==> src/rtl/addsub_pipe_param.sv <==
// -----------------------------------------------------------------------------
// addsub_pipe_param
//
// Pipelined, carry-chained adder/subtractor. The operands are cut into
// NUM_STG slices of STG_WIDTH bits. Stage k adds slice k of the operands plus
// the registered carry out of stage k-1. Operand slices that are not yet
// consumed and sum slices that are already finished travel alongside in
// registers, so each sample moves through the pipeline as one self-contained
// bundle. Samples never share a carry.
//
// Subtraction is computed as A + ~B + 1: B is inverted on entry and the
// stage-0 carry-in is the mode bit. The final carry is inverted on the way
// out, so the result MSB reads as a borrow (1 iff adda < addb).
//
// Parameters
//   DATA_WIDTH  operand width in bits
//   STG_WIDTH   bits added per pipeline stage (NUM_STG = DATA_WIDTH/STG_WIDTH)
//
// Ports
//   clk      rising-edge clock for all state
//   rst_n    asynchronous active-low reset; clears every pipeline register
//   i_en     input sample valid
//   i_sub    per-sample mode: 0 = add, 1 = subtract
//   i_stall  freeze the whole pipeline this cycle (takes priority over i_en)
//   adda     operand A, unsigned
//   addb     operand B, unsigned
//   result   registered {carry/borrow, sum}; value is don't-care when !o_en
//   o_en     registered result valid, NUM_STG enabled edges after capture
// -----------------------------------------------------------------------------
module addsub_pipe_param #(
  parameter int DATA_WIDTH = 64,
  parameter int STG_WIDTH  = 16
) (
  input  logic                  clk,
  input  logic                  rst_n,
  input  logic                  i_en,
  input  logic                  i_sub,
  input  logic                  i_stall,
  input  logic [DATA_WIDTH-1:0] adda,
  input  logic [DATA_WIDTH-1:0] addb,
  output logic [DATA_WIDTH:0]   result,
  output logic                  o_en
);

  localparam int NUM_STG = DATA_WIDTH / STG_WIDTH;

  if (((DATA_WIDTH % STG_WIDTH) != 0) || (NUM_STG < 2)) begin : g_param_check
    $error("addsub_pipe_param: DATA_WIDTH must be a multiple of STG_WIDTH giving at least 2 stages");
  end

  for (genvar k = 0; k < NUM_STG; k++) begin : g_stg
    // Width of the still-unconsumed B operand arriving at this stage; the
    // slice this stage adds sits in its low STG_WIDTH bits.
    localparam int IW   = DATA_WIDTH - k * STG_WIDTH;
    localparam bit LAST = (k == NUM_STG - 1);

    // as_* holds finished sum slices below slice k and untouched A slices
    // from slice k upward, so one register carries both without waste.
    logic [DATA_WIDTH-1:0] as_in;
    logic [IW-1:0]         b_in;
    logic                  c_in;
    logic                  sub_in;
    logic                  v_in;

    logic [STG_WIDTH:0]    slice_sum;
    logic [DATA_WIDTH-1:0] as_nxt;
    logic                  c_nxt;

    logic [DATA_WIDTH-1:0] as_q;
    logic                  c_q;
    logic                  v_q;

    if (k == 0) begin : g_src
      assign as_in  = adda;
      assign b_in   = i_sub ? ~addb : addb;
      assign c_in   = i_sub;
      assign sub_in = i_sub;
      assign v_in   = i_en;
    end else begin : g_src
      assign as_in  = g_stg[k-1].as_q;
      assign b_in   = g_stg[k-1].g_fwd.b_q;
      assign c_in   = g_stg[k-1].c_q;
      assign sub_in = g_stg[k-1].g_fwd.sub_q;
      assign v_in   = g_stg[k-1].v_q;
    end

    assign slice_sum = {1'b0, as_in[k*STG_WIDTH +: STG_WIDTH]}
                     + {1'b0, b_in[STG_WIDTH-1:0]}
                     + {{STG_WIDTH{1'b0}}, c_in};

    // The last stage stores the carry already converted to a borrow for
    // subtracts, so result is a pure register with no logic behind it.
    assign c_nxt = LAST ? (slice_sum[STG_WIDTH] ^ sub_in) : slice_sum[STG_WIDTH];

    // NOTE: every variable gets a full default before the partial overwrite;
    // a path that leaves bits unassigned in always_comb infers a latch.
    always_comb begin
      as_nxt = as_in;
      as_nxt[k*STG_WIDTH +: STG_WIDTH] = slice_sum[STG_WIDTH-1:0];
    end

    // NOTE: the data registers are reset too, not just the valids, because
    // result must read as zero during reset; without that they could skip it.
    // NOTE: non-blocking assignments here so every stage samples its
    // neighbour's pre-edge value; blocking would collapse the pipeline.
    always_ff @(posedge clk or negedge rst_n) begin
      if (!rst_n) begin
        as_q <= '0;
        c_q  <= 1'b0;
        v_q  <= 1'b0;
      end else if (!i_stall) begin
        as_q <= as_nxt;
        c_q  <= c_nxt;
        v_q  <= v_in;
      end
    end

    // Remaining B slices and the mode bit are only needed by later stages.
    if (!LAST) begin : g_fwd
      logic [IW-STG_WIDTH-1:0] b_q;
      logic                    sub_q;

      always_ff @(posedge clk or negedge rst_n) begin
        if (!rst_n) begin
          b_q   <= '0;
          sub_q <= 1'b0;
        end else if (!i_stall) begin
          b_q   <= b_in[IW-1:STG_WIDTH];
          sub_q <= sub_in;
        end
      end
    end
  end

  assign result = {g_stg[NUM_STG-1].c_q, g_stg[NUM_STG-1].as_q};
  assign o_en   = g_stg[NUM_STG-1].v_q;

endmodule

==> config.mk <==
export PLATFORM = sky130hd
export DESIGN_NAME = addsub_pipe_param
export DESIGN_NICKNAME = d
export VERILOG_FILES = /design/src/rtl/addsub_pipe_param.sv
export SDC_FILE = /design/constraint.sdc
export NUM_CORES = 1
export LEC_CHECK = 0
export ABC_AREA = 1
export CAP_MARGIN = 20
export CORE_UTILIZATION = 45
export CTS_CLUSTER_SIZE = 12
export DETAILED_ROUTE_END_ITERATION = 10
export GPL_ROUTABILITY_DRIVEN = 0
export PLACE_DENSITY = 0.79
export SYNTH_ARGS = -nofsm -noshare
export SYNTH_HDL_FRONTEND = slang
export SYNTH_SLANG_ARGS = --single-unit
==> constraint.sdc <==
create_clock -name clk -period 2.3 [get_ports clk]
set_clock_uncertainty 0.2 [all_clocks]
set_input_delay 0.69 -clock clk [delete_from_list [all_inputs] [get_ports clk]]
set_output_delay 0.69 -clock clk [all_outputs]
set_load 0.05 [all_outputs]
Yosys cells after proc, flatten, opt, wreduce, memory -nomap -nowiden
Index checks and enable logic that the tools add are counted.
{ "word_totals": {"inputBits": 133, "reg_bits": 363, "out_inout_bits": 66, "word_cells": 29} }
{ "classes": {"muxes": 1, "n_addsub": 8, "bitwise": 2} }
{ "op_table": {"columns": ["cell", "n"], "rows": [
  ["16-bit by 16-bit adder with 17-bit output", 4],
  ["17-bit by 1-bit adder with 17-bit output", 4],
  ["64-bit two-way mux", 1],
  ["64-bit inverter", 1],
  ["1-bit bitwise XOR", 1]
]} }

Depth between registers and ports, before layout
Gate-level depths: netlist of run 1.
{ "logic_depth": {"ltp_word": 4, "depth_mapped": 16, "ltp_nobuf": 15} }

Worst setup path after synthesis of run 1
OpenSTA, ideal clock, no wires.
{ "synth_path": {"path_type": "input -> register", "startpoint": "in i_sub", "endpoint": "reg g_stg[0].as_q[14]", "n_path_buf": 2, "required_ns": 1.983, "t_arrival_ns": 2.272, "cell_stages": 14, "setup_time_ns": 0.117, "path_slack_ns": -0.290, "cell_sequence": "buf_4 buf_4 xnor2_1 fa_1 inv_1 nand2_2 a21oi_4 nand2_1 nand2_2 nand2_1 nand2_1 nand2_1 nand3_1 nand2_1"} }
{ "synth_via": {"elab_chain_len": 3} }
{ "synth_rtl": {"columns": ["element", "line_no", "source"], "rows": [
  ["start: declaration", "37", "input logic i_sub,"],
  ["64-bit two-way mux", "75", "assign b_in = i_sub ? ~addb : addb;"],
  ["16-bit by 16-bit adder with 17-bit output", "88", "+ {1'b0, b_in[STG_WIDTH-1:0]}"],
  ["17-bit by 1-bit adder with 17-bit output (*)", "89", "+ {{STG_WIDTH{1'b0}}, c_in};"],
  ["end signal: assignment", "112", "as_q <= as_nxt;"],
  ["end: declaration", "69", "logic [DATA_WIDTH-1:0] as_q;"]
]} }
Every way passes the cells marked *; elsewhere a longest branch is shown, timed or not.
A chain may end at the register's enable or synchronous reset.

Final worst setup path of run 1
{ "layout_path": {"startpoint": "reg g_stg[1].g_fwd.b_q[0]", "endpoint": "reg g_stg[2].as_q[38]"} }
{ "layout_via": {"elab_chain_len": 2} }
{ "layout_rtl": {"columns": ["element", "line_no", "source"], "rows": [
  ["start: declaration", "120", "logic [IW-STG_WIDTH-1:0] b_q;"],
  ["start signal: assignment", "128", "b_q <= b_in[IW-1:STG_WIDTH];"],
  ["16-bit by 16-bit adder with 17-bit output", "88", null],
  ["17-bit by 1-bit adder with 17-bit output", "89", null],
  ["end signal: assignment", "112", null],
  ["end: declaration", "69", null]
]} }
No other way between the ends.

==> flow_summary.json, run 1 <==
{
  "grt_max_degree": 137,
  "finalCriticalPeriod_ns": 2.22,
  "leakagePower_nw": 10.8,
  "r2r_slack_ns": 0.08,
  "holdWs_ns": 0.227,
  "max_freq_ghz": 0.450,
  "antenna_found_initial": 2,
  "drv_slew": 0,
  "syn_nets": 2274,
  "worst_path_dominant_cell_family": "adder cells",
  "max_cap_violations": 0,
  "slew_headroom_pct": 61.0,
  "cts_buffers": 40,
  "pre_cts_slack_ns": -0.576,
  "viasPerCell": 4.98,
  "initial_core_util_pct": 46.0,
  "finalHoldViolCount": 0,
  "avgSynthCellArea_um2": 8.40,
  "cts_tree": "yes",
  "whs_endpoint": "g_stg[3].as_q[33]$_DFFE_PN0N_",
  "grt_pass1_vias": 13900,
  "crit_path_end_kind": "flip-flop",
  "internal_power_w": 0.0129,
  "synthFlopType": "dfrtp_1",
  "reg2reg_depth": 9,
  "yosys.area.top_type": "dfrtp_1",
  "syn_to_final_growth_pct": 23.1,
  "critPathKind": "reg2reg",
  "synth_top_area_share_pct": 52.1,
  "core_area_um2": 37900,
  "drcViolationCount": 0,
  "synth_area_um2": 17400,
  "ys_seq_area_share_pct": 52.1,
  "die_width_um": 199,
  "outcome": "finished clean",
  "yosys.cell_types.count": 42,
  "vias": 14100,
  "timing.rr.end": "g_stg[2].as_q[38]$_DFFE_PN0N_",
  "switchingPower_w": 0.00648,
  "hp-class": "in2reg",
  "tightestPinTransition_ns": 0.584,
  "port_buffers": 198,
  "ant_nets": 0,
  "ys_ff_latch": 363,
  "timing.rr.start": "g_stg[1].g_fwd.b_q[0]$_DFFE_PN0N_",
  "postSynth.asyncResetShare_pct": 100,
  "p_per_area_nw_per_um2": 905,
  "path_depth": 9,
  "yosys_warnings": 0,
  "htree_levels": 2,
  "cts_buffer_depth": 3,
  "io_pins": 199,
  "synthTopCellsByArea": "dfrtp_1 (52%), nand2_1 (17%), o21ai_0 (4.5%), ha_1 (4.3%), inv_1 (3.6%)",
  "wl_per_cell_um": 14.6,
  "pwr-share-seq_pct": 41.6,
  "dp_hpwl_um": 29100,
  "firstDrtPassIters": 5,
  "crit_buf_inv": 0,
  "layout-drive-gt1-share_pct": 11.2,
  "final_nets": 2485,
  "path_clk_slew_ns": 0.06,
  "setup_viol": 0,
  "grt_overflow": 0,
  "crit_path_top_delay_cell": "fa_2",
  "final_util_pct": 56.6,
  "cp.required_ns": 2.54,
  "drtIter0Drc": 904,
  "critical_path_peak_fanout": 4,
  "switching_share_pct": 33.3,
  "grt.total_usage_pct": 21.5,
  "cts_root_buf": "clkbuf_16",
  "clk_latency_ns": 0.55,
  "hold_path_depth": 2,
  "period_share_pct": 96.6,
  "die_h_um": 199,
  "power_frac_clock_pct": 31.6,
  "num_rows": 71,
  "finalWorstSetupSlack_ns": 0.0782,
  "synth_edf_count": 0,
  "grt_pass1_wl_um": 68300,
  "hold_start": "i_stall",
  "synth_common_cells": "nand2_1 (810), dfrtp_1 (363), inv_1 (166)",
  "synth_cells": 2074,
  "worstPathArrival_ns": 2.46,
  "clock-sinks": 363,
  "routed_wl_um": 41300,
  "yosysMostFrequentCell": "nand2_1",
  "ir_worst_vdd_uv": 626,
  "fp.dieArea_um2": 39500,
  "crit_path_start_kind": "flip-flop",
  "crit_chain": "fa_2, fa_2, nand2_4, o21ai_4, nand2_4, nand2_4, or2_1, nand3_2, o21ai_2",
  "crit_top_cell": "nand2_4",
  "max_stage_delay_ns": 0.43,
  "p_comb_share_pct": 26.7
}
[layout by cell type, fill, tap and decap left out, types with 53 or more instances in the layout]
cell,count
inv_1,165
a21oi_1,53
o21ai_1,75
ha_1,59
clkdlybuf4s50_1,126
nand3_1,66
dfrtp_1,363
nand2_1,804
buf_4,110
o21ai_0,156
[how the worst max path moves through the flow]
stage	from	end	slack (ns)
after floorplan	i_sub	g_stg[0].as_q[14]$_DFFE_PN0N_	-0.12
after global placement	addb[0]	g_stg[0].as_q[14]$_DFFE_PN0N_	-0.57
after detailed placement	addb[0]	g_stg[0].as_q[14]$_DFFE_PN0N_	-0.58
after CTS	g_stg[1].as_q[32]$_DFFE_PN0N_	g_stg[2].as_q[38]$_DFFE_PN0N_	0.006
after global routing	addb[2]	g_stg[0].as_q[5]$_DFFE_PN0N_	-0.04
final	g_stg[1].g_fwd.b_q[0]$_DFFE_PN0N_	g_stg[2].as_q[38]$_DFFE_PN0N_	0.08
[flip-flops by register name, summed over array words and instances (netlist names)]
register	cells
g_stg.as_q	256
g_stg.g_fwd.b_q	96
g_stg.c_q	4
g_stg.g_fwd.sub_q	3
g_stg.v_q	3
o_en	1
[metrics by stage]
step	setup TNS [ns]	cell area (µm²)	total power (W)	cells
2_1_floorplan	-1.02	17500	0.0115	2074
3_3_place_gp	-6.01	20100	0.0131	2749
3_5_place_dp	-6.71	20100	0.0133	2749
4_1_cts	0	21400	0.0196	2817
5_1_grt	-0.0990	21500	0.0205	2823
6_report	0	21500	0.0194	2823
[per-layer routing]
| layer | part of all wire (%) | wire (µm) | track usage [%] | up-vias |
|---|---|---|---|---|
| met4 | 3.2 | 1320 | 8.35 | 0 |
| met5 | 0 | 0 | 0 | - |
| met1 | 44 | 18300 | 28.6 | 6602 |
| met3 | 5.1 | 2100 | 3.02 | 81 |
| li1 | - | - | - | 6983 |
| met2 | 47 | 19600 | 35.4 | 404 |
[cells by family after synthesis]
logic type                 after synthesis  share of synthesized area [%]
xor gates and xnor gates                66                           3.32
AOI/OAI and AO/OA                      322                           9.83
adders and majority gates               67                           5.11
DFF                                    363                           52.1
and+or+nand+nor                        993                           23.2
buffers and inverters                  263                           6.40
[final cells by class]
cell class / count / area [µm²]
Clock buffer: 57 / 1170
Timing Repair Buffer: 257 / 2460
Clock inverter: 10 / 91.3
Multi-Input combinational cell: 1448 / 7350
Tap cell: 511 / 639
Sequential cell: 363 / 9080
Fill cell: 3357 / 16500
Inverter: 175 / 664
Antenna cell: 2 / 5.00
[power groups by stage]
stage          Combinational [W]  Sequential, W  Clock (W)
2_1_floorplan            0.00253        0.00894          0
3_3_place_gp             0.00496        0.00815          0
3_5_place_dp             0.00509        0.00819          0
4_1_cts                  0.00513        0.00809    0.00633
5_1_grt                  0.00575        0.00821    0.00658
6_report                 0.00519        0.00809    0.00615
[timing repair]
| item | in CTS | in global routing |
|---|---|---|
| resized for setup | 1 | 22 |
| buffers inserted | 0 | 4 |
| endpoints found under the hold margin | 30 | 0 |
| endpoints found under the setup margin | 5 | 23 |
| pin swaps | 1 | 8 |
| hold buffers | 1 | 0 |
Power figures use the tool's default switching activity.
==> inputs of run 2 (changes only) <==
- PLACE_DENSITY: 0.79 -> 0.67
==> flow_summary.json, run 2 (synthesis results as in run 1) <==
{
  "die_h_um": 199,
  "grt_pass1_vias": 13300,
  "ir_worst_vdd_uv": 506,
  "vias": 13800,
  "final_area_um2": 21400,
  "fp.dieArea_um2": 39500,
  "slew_headroom_pct": 62.0,
  "largest_reg_flops": 256,
  "path_clk_slew_ns": 0.06,
  "rsz0062_at_grt": "false",
  "core_area_um2": 37900,
  "num_rows": 71,
  "dr_wl_met3_um": 1770,
  "dp_hpwl_um": 28900,
  "timing.rr.end": "g_stg[2].as_q[38]$_DFFE_PN0N_",
  "max_cap_violations": 0,
  "period_share_pct": 97.0,
  "antenna_found_initial": 0,
  "routed_wl_um": 40700,
  "final_util_pct": 56.4,
  "p_per_area_nw_per_um2": 898,
  "top_layer": "met4",
  "tightestPinTransition_ns": 0.570,
  "outcome": "finished clean",
  "htree_levels": 2,
  "grt.total_usage_pct": 21.0,
  "n_antenna_cell": 0,
  "whs_endpoint": "g_stg[0].as_q[36]$_DFFE_PN0N_",
  "drtIter0Drc": 826,
  "cts_tree": "yes",
  "hp-class": "in2reg",
  "crit_chain": "fa_2, fa_1, nand2_2, o21ai_4, nand2_4, nand2_4, or2_1, nand3_1, o21ai_1",
  "finalHoldViolCount": 0,
  "viasPerCell": 4.91,
  "clock-sinks": 363,
  "ant_nets": 0,
  "cts_root_buf": "clkbuf_16",
  "worstPathArrival_ns": 2.44,
  "wl_met1_um": 19400,
  "firstDrtPassIters": 5,
  "critPathKind": "reg2reg",
  "final_nets": 2482,
  "layout_commonest_cell": "nand2_1",
  "port_buffers": 198,
  "wl_per_cell_um": 14.5,
  "timing.rr.start": "g_stg[1].c_q$_DFFE_PN0N_",
  "max_freq_ghz": 0.448,
  "pre_cts_slack_ns": -0.600,
  "crit_top_cell": "nand2_4",
  "fill_cells": 3472,
  "max_stage_delay_ns": 0.42,
  "layout-drive-gt1-share_pct": 10.8,
  "crit_buf_inv": 0,
  "crit_path_end_kind": "flip-flop",
  "clk_latency_ns": 0.52,
  "crit_path_top_delay_cell": "dfrtp_1",
  "power.total_w": 0.0192,
  "cts_buffer_depth": 3,
  "finalWorstSetupSlack_ns": 0.0684,
  "leakagePower_nw": 10.8,
  "syn_to_final_growth_pct": 22.6,
  "finalCriticalPeriod_ns": 2.23,
  "drv_slew": 0,
  "critical_path_peak_fanout": 4,
  "final_cell_mix": "nand2_1 (802), dfrtp_1 (363), inv_1 (163)",
  "dpl_cell_area_um2": 20100,
  "largestRegisters": "g_stg.as_q x256, g_stg.g_fwd.b_q x96, g_stg.c_q x4",
  "r2r_slack_ns": 0.07,
  "grt_max_degree": 132,
  "cp.required_ns": 2.51,
  "hold_path_depth": 3,
  "io_pins": 199,
  "die_width_um": 199,
  "regMostFlops": "g_stg.as_q",
  "crit_path_start_kind": "flip-flop",
  "hold_start": "i_stall",
  "grt_overflow": 0,
  "grt_pass1_wl_um": 67000,
  "drcViolationCount": 0,
  "route.met2.wl_um": 18700,
  "holdWs_ns": 0.256,
  "reg2reg_depth": 9,
  "worst_path_dominant_cell_family": "adder cells",
  "cts_buffers": 40,
  "initial_core_util_pct": 46.0,
  "setup_viol": 0
}
## run 2: cell count changes in the layout (fill, tap and decap cells not counted), moves of 3 or more
cell | previous run | this run
fa_1 | 0 | 3
buf_4 | 110 | 106
nand2_2 | 18 | 21
fa_2 | 7 | 4
## run 2: worst min-delay path, cell delays in order
cell     delay (ns)
buf_8          0.14
nand2_1        0.06
nand2_1        0.05
## run 2: how the worst max path moves through the flow
stage | startpoint | to | slack [ns] | cells past startpoint
5_1_grt | g_stg[2].as_q[48]$_DFFE_PN0N_ | g_stg[3].as_q[62]$_DFFE_PN0N_ | 0.004 | 11
2_1_floorplan | i_sub | g_stg[0].as_q[14]$_DFFE_PN0N_ | -0.12 | 14
3_5_place_dp | addb[0] | g_stg[0].as_q[14]$_DFFE_PN0N_ | -0.60 | 15
6_report | g_stg[1].c_q$_DFFE_PN0N_ | g_stg[2].as_q[38]$_DFFE_PN0N_ | 0.07 | 9
4_1_cts | addb[1] | g_stg[0].as_q[14]$_DFFE_PN0N_ | 0.005 | 13
3_3_place_gp | addb[0] | g_stg[0].as_q[14]$_DFFE_PN0N_ | -0.58 | 15
## run 2: per-layer routing
metal / track usage, % / vias to the layer above
li1: - / 6976
met4: 5.50 / 0
met3: 2.75 / 50
met1: 30.2 / 6514
met5: 0 / -
met2: 33.6 / 299
## run 2: layout make-up
class	instances	area (µm²)	share of cell area [%]
clock buffers	58	1190	5.57
repair buffers	254	2450	11.5
multi-input cells	1448	7310	34.2
flip-flops and latches	363	9080	42.5
inverters	175	664	3.11
clock inverters	7	35.0	0.164
well taps	511	639	2.99
## run 2: metrics by stage
stage / setup TNS [ns] / std cells
final: 0 / 2816
after global routing: 0 / 2816
after CTS: 0 / 2813
after detailed placement: -7.05 / 2746
after global placement: -6.30 / 2746
after floorplan: -1.02 / 2074
## run 2: repair_timing
| item | in CTS | in global routing |
|---|---|---|
| buffers inserted | 1 | 3 |
| hold endpoints to repair | 36 | 0 |
| setup endpoints to repair | 4 | 17 |
| hold buffers | 1 | 0 |
| gates resized for setup | 4 | 14 |
| pin swaps | 1 | 10 |
## run 2: where the power goes
part           switching [W]  internal, W  total, W  leakage, nW
registers           0.000652      0.00746   0.00811         4.50
logic                0.00328      0.00184   0.00512         5.71
clock network        0.00240      0.00355   0.00595        0.613
